$ cat src/rtl/gain_ramp_mc.sv
// Multi-channel fractional gain stage with per-sample linear gain ramping,
// round-half-up and saturation on a time-multiplexed sample stream.
module gain_ramp_mc #(
  parameter int DATA_W    = 16,
  parameter int GAIN_W    = 8,
  parameter int FRAC_W    = 6,
  parameter int N_CH      = 2,
  parameter int RAMP_STEP = 1
) (
  input  logic                      clk,
  input  logic                      rst_n,
  input  logic                      in_valid,
  input  logic [$clog2(N_CH)-1:0]   in_ch,
  input  logic signed [DATA_W-1:0]  in_data,
  input  logic                      gain_wr,
  input  logic [$clog2(N_CH)-1:0]   gain_wr_ch,
  input  logic [GAIN_W-1:0]         gain_wr_data,
  input  logic                      bypass,
  output logic                      out_valid,
  output logic [$clog2(N_CH)-1:0]   out_ch,
  output logic signed [DATA_W-1:0]  out_data,
  output logic                      sat_flag,
  output logic                      ramp_busy
);
  localparam int CH_W   = $clog2(N_CH);
  localparam int PROD_W = DATA_W + GAIN_W + 1;
  localparam logic [GAIN_W-1:0] UNITY = GAIN_W'(1 << FRAC_W);
  localparam logic [GAIN_W-1:0] STEP  = GAIN_W'(RAMP_STEP);
  localparam logic [CH_W:0]     NCH   = (CH_W+1)'(N_CH);
  localparam logic signed [PROD_W-1:0] HALF = PROD_W'(1) <<< (FRAC_W - 1);
  localparam logic signed [DATA_W-1:0] DMAX = {1'b0, {(DATA_W-1){1'b1}}};
  localparam logic signed [DATA_W-1:0] DMIN = {1'b1, {(DATA_W-1){1'b0}}};

  function automatic logic signed [PROD_W-1:0] round_half_up(input logic signed [PROD_W-1:0] p);
    return (p + HALF) >>> FRAC_W;
  endfunction

  // Returns {clipped, value}.
  function automatic logic [DATA_W:0] saturate(input logic signed [PROD_W-1:0] r);
    if (r > PROD_W'(DMAX)) return {1'b1, DMAX};
    if (r < PROD_W'(DMIN)) return {1'b1, DMIN};
    return {1'b0, r[DATA_W-1:0]};
  endfunction

  function automatic logic [GAIN_W-1:0] ramp_step(input logic [GAIN_W-1:0] cur,
                                                  input logic [GAIN_W-1:0] tgt);
    if (cur < tgt) return ((tgt - cur) < STEP) ? tgt : cur + STEP;
    if (cur > tgt) return ((cur - tgt) < STEP) ? tgt : cur - STEP;
    return cur;
  endfunction

  logic [GAIN_W-1:0] r_cur_gain [N_CH];
  logic [GAIN_W-1:0] r_tgt_gain [N_CH];
  logic [GAIN_W-1:0] w_cur_nxt  [N_CH];
  logic [GAIN_W-1:0] w_tgt_nxt  [N_CH];
  logic              w_busy_nxt;
  logic              w_accept;
  logic              w_wr_ok;
  logic [GAIN_W-1:0] w_gain;
  logic signed [PROD_W-1:0] w_prod;

  assign w_accept = in_valid && ({1'b0, in_ch} < NCH);
  assign w_wr_ok  = gain_wr && ({1'b0, gain_wr_ch} < NCH);
  assign w_gain   = r_cur_gain[in_ch];
  assign w_prod   = PROD_W'(in_data) * PROD_W'($signed({1'b0, w_gain}));

  // The step uses the pre-write target; a same-cycle write only affects later steps.
  always_comb begin
    for (int c = 0; c < N_CH; c++) begin
      w_cur_nxt[c] = r_cur_gain[c];
      w_tgt_nxt[c] = r_tgt_gain[c];
    end
    if (w_accept && !bypass)
      w_cur_nxt[in_ch] = ramp_step(r_cur_gain[in_ch], r_tgt_gain[in_ch]);
    if (w_wr_ok)
      w_tgt_nxt[gain_wr_ch] = gain_wr_data;
    w_busy_nxt = 1'b0;
    for (int c = 0; c < N_CH; c++)
      w_busy_nxt = w_busy_nxt | (w_cur_nxt[c] != w_tgt_nxt[c]);
  end

  always_ff @(posedge clk or negedge rst_n) begin
    if (!rst_n) begin
      for (int c = 0; c < N_CH; c++) begin
        r_cur_gain[c] <= UNITY;
        r_tgt_gain[c] <= UNITY;
      end
      ramp_busy <= 1'b0;
    end else begin
      for (int c = 0; c < N_CH; c++) begin
        r_cur_gain[c] <= w_cur_nxt[c];
        r_tgt_gain[c] <= w_tgt_nxt[c];
      end
      ramp_busy <= w_busy_nxt;
    end
  end

  // Stage 1: product, channel, bypass and raw sample
  logic                     r_vld_p1;
  logic [CH_W-1:0]          r_ch_p1;
  logic                     r_byp_p1;
  logic signed [DATA_W-1:0] r_data_p1;
  logic signed [PROD_W-1:0] r_prod_p1;

  always_ff @(posedge clk or negedge rst_n) begin
    if (!rst_n) begin
      r_vld_p1 <= 1'b0;
      r_ch_p1  <= '0;
      r_byp_p1 <= 1'b0;
    end else begin
      r_vld_p1 <= w_accept;
      r_ch_p1  <= in_ch;
      r_byp_p1 <= bypass;
    end
  end

  always_ff @(posedge clk) begin
    r_data_p1 <= in_data;
    r_prod_p1 <= w_prod;
  end

  // Stage 2: round, saturate or bypass
  logic signed [PROD_W-1:0] w_round_p2;
  logic [DATA_W:0]          w_sat_p2;

  assign w_round_p2 = round_half_up(r_prod_p1);
  assign w_sat_p2   = saturate(w_round_p2);

  always_ff @(posedge clk or negedge rst_n) begin
    if (!rst_n) begin
      out_valid <= 1'b0;
      out_ch    <= '0;
      out_data  <= '0;
      sat_flag  <= 1'b0;
    end else begin
      out_valid <= r_vld_p1;
      if (r_vld_p1) begin
        out_ch <= r_ch_p1;
        if (r_byp_p1) begin
          out_data <= r_data_p1;
          sat_flag <= 1'b0;
        end else begin
          out_data <= w_sat_p2[DATA_W-1:0];
          sat_flag <= w_sat_p2[DATA_W];
        end
      end
    end
  end
endmodule

$ cat config.mk
export PLATFORM = sky130hd
export DESIGN_NAME = gain_ramp_mc
export DESIGN_NICKNAME = d
export VERILOG_FILES = /design/src/rtl/gain_ramp_mc.sv
export SDC_FILE = /design/constraint.sdc
export NUM_CORES = 1
export LEC_CHECK = 0
export CAP_MARGIN = 0
export CORE_UTILIZATION = 35
export CTS_CLUSTER_SIZE = 30
export DETAILED_ROUTE_END_ITERATION = 10
export GPL_TIMING_DRIVEN = 0
export HOLD_SLACK_MARGIN = 0.1
export PLACE_DENSITY = 0.65
export SLEW_MARGIN = 15
export SYNTH_ARGS = -nofsm -noshare
export SYNTH_HDL_FRONTEND = slang
export SYNTH_SLANG_ARGS = --single-unit
$ cat constraint.sdc
create_clock -name clk -period 5.2 [get_ports clk]
set_input_delay 0.78 -clock clk [delete_from_list [all_inputs] [get_ports clk]]
set_output_delay 0.78 -clock clk [all_outputs]
set_load 0.02 [all_outputs]
==> results.sh <==
export IMPL_worst_ep_required_time_ns=5.48
export IMPL_ys_warn_count=0
export IMPL_yosysTopAreaCell="fa_1"
export IMPL_min_period_over_period=1.07
export IMPL_rows=61
export IMPL_setup_viol=7
export IMPL_vias=8021
export IMPL_htreeDepth=3
export IMPL_setup_slack_ns=-0.351
export IMPL_mostFrequentLayoutCell="inv_1"
export IMPL_fillerInstances=2674
export IMPL_grt_ovfl_total=0
export IMPL_violations="setup timing"
export IMPL_rsz0062_at_grt="yes"
export IMPL_ys_flop_type="dfrtp_1"
export IMPL_grt_pass1_wl_um=41600
export IMPL_worstHoldStart="r_vld_p1"
export IMPL_dieArea_um2=28800
export IMPL_stdcell_count=1595
export IMPL_hp_class="flop to flop"
export IMPL_clk_path_buf_depth=2
export IMPL_hpwl_um=19500
export IMPL_cp_top_family="adder cells"
export IMPL_async_reset_ff_frac=0.604
export IMPL_grt_pass1_vias=8099
export IMPL_max_slew_margin=0.419
export IMPL_diodes=0
export IMPL_grt_antenna_before_repair=1
export IMPL_critPathLaunch="in_ch"
export IMPL_synth_area_top_cells="fa_1 (21%), dfrtp_1 (13%), ha_1 (8.1%)"
export IMPL_viasPerCell=5.03
export IMPL_clk_pin_slew_ns=0.07
export IMPL_finalHoldWorstSlack_ns=0.373
export IMPL_place_ws_ns=-2.11
export IMPL_fin_crit_ns=5.55
export IMPL_wirelength_um=25800
export IMPL_synth_cell_types=73
export IMPL_hold_viol_final=0
export IMPL_worst_pin_slew_ns=0.870
export IMPL_post_place_cells=1528
export IMPL_worstReg2RegStart="r_cur_gain[2]"
export IMPL_fp_dieH_um=170
export IMPL_layout_common_cells="inv_1 (186), fa_1 (99), nand2_1 (92)"
export IMPL_track_usage=0.184
export IMPL_synth_seq_cells=91
export IMPL_drt_iter0_markers=583
export IMPL_portBuffers=50
export IMPL_ys_seq_area_frac=0.213
export IMPL_met2_usage=0.328
export IMPL_synth_area_um2=9860
export IMPL_pin_count=51
export IMPL_syn_inst=1100
export IMPL_initial_core_util=0.355
export IMPL_coreArea_um2=27800
export IMPL_antenna_left=0
export IMPL_cpPeakStageDelay_ns=0.53
export IMPL_clock_sinks=91
export IMPL_dr_pass1_iters=5
export IMPL_status="finished, violations left"
export IMPL_cts_tree="done"
export IMPL_path_class="primary input to flop"
export IMPL_grt_busiest_layer="met2"
export IMPL_wire_per_inst_um=16.2
export IMPL_nets=1410
export IMPL_synth_edf_count=0
export IMPL_syn_num_nets=1298
export IMPL_clk_latency_ns=0.35
export IMPL_drive_gt1_frac=0.180
export IMPL_ctsHoldBuffers=0
export IMPL_cp_num_buf_inv=9
export IMPL_area_delta_synth_final_pct=23.8
export IMPL_clock_fmax_mhz=180
export IMPL_cp_max_fo=7
export IMPL_avgSynthCellArea_um2=8.96
export IMPL_cp_arrival_ns=5.83
export IMPL_cp_end_kind="flop"
export IMPL_worstSetupStartpointType="primary input"
export IMPL_yosysTopAreaCellShare=0.209
export IMPL_drc=0
export IMPL_die_w_um=170
export IMPL_fin_skew_ns=0.0131
export IMPL_slowest_stage="fa_1"
export IMPL_use_met3=0.0165
export IMPL_cts_buffers=9
export IMPL_final_max_slew_viol_count=0
export IMPL_final_core_util=0.439
export IMPL_cts_root_buf="clkbuf_16"
export IMPL_grt_max_degree=56
export IMPL_max_cap_violations=0
export IMPL_finalWeightedCongestion=0.883
export IMPL_met1_usage=0.236
[sequential cells by signal (all words and copies together), names as in the netlist, 16 cells and up]
register    cells
out_data       16
r_cur_gain     16
r_data_p1      16
r_prod_p1      20
r_tgt_gain     16
[routing by layer]
metal	up-vias	wire length, µm
met5	-	0
met4	0	539
met3	35	881
met2	170	12800
met1	3984	11500
li1	3832	-
[stage by stage]
stage / TNS (ns) / cell area (µm²)
2_1_floorplan: -1.69 / 10000
3_3_place_gp: -29.43 / 11000
3_5_place_dp: -30.55 / 11000
4_1_cts: -1.95 / 12000
5_1_grt: -3.25 / 12200
6_report: -1.59 / 12200
[cell type report]
class                           count  area, µm²  share of cell area
Multi-Input combinational cell    773       7270               0.596
Sequential cell                    91       2100               0.172
Timing Repair Buffer              101        931              0.0763
Inverter                          200        768              0.0630
Tap cell                          378        473              0.0388
Buffer                             36        360              0.0295
Clock buffer                       10        229              0.0188
Clock inverter                      6       71.3             0.00584
[cells in the mapped netlist, types with 4 or more instances]
master	count
o211ai_1	29
nand3_1	17
fa_1	103
nand2_1	99
a221oi_1	5
o21ai_0	31
o31ai_1	7
nor2b_1	9
a211oi_1	4
nand3b_1	4
nor4_1	4
xor2_1	14
a21oi_1	23
a21boi_0	4
ha_1	64
inv_1	195
a31oi_1	6
and3_1	10
mux2_2	33
nand4_1	8
clkbuf_1	26
dfrtp_1	51
o2111ai_1	5
o22ai_1	4
xnor2_1	43
a41oi_1	5
buf_2	5
dfstp_2	4
and2_1	77
dfxtp_1	36
o21a_1	16
or3_1	6
a32oi_1	6
nor2_1	45
nand2b_1	6
nor3_1	22
mux2i_1	15
[kinds of logic after synthesis]
group / Yosys count / share of synthesized area
AO/OA/AOI/OAI: 170 / 0.124
multiplexers: 50 / 0.0557
flip-flops: 91 / 0.213
XOR/XNOR: 58 / 0.0523
adder cells (fa/ha/maj): 167 / 0.290
AND/OR/NAND/NOR: 328 / 0.172
buffers and inverters: 236 / 0.0929
[worst paths after layout]
kind,slack (ns),end,depth (start not counted)
worst min-delay path,0.37,out_valid,0
min in group asynchronous,0.49,out_ch,1
max in group asynchronous,4.24,r_cur_gain[4],1
worst min register to register,0.37,out_valid,0
worst max register to register,-0.17,r_prod_p1[23],23
worst max-delay path,-0.35,r_prod_p1[23],26
[repair_timing]
item,4_1_cts,5_1_grt
hold endpoints to repair,0,0
setup buffers,45,6
pin swaps,45,34
gates cloned,1,0
setup endpoints to repair,20,15
gates resized for setup,84,37
Power is left out: the tool's default activity adds up to more than one toggle a clock period on the data nets, which glitch-free logic cannot reach.
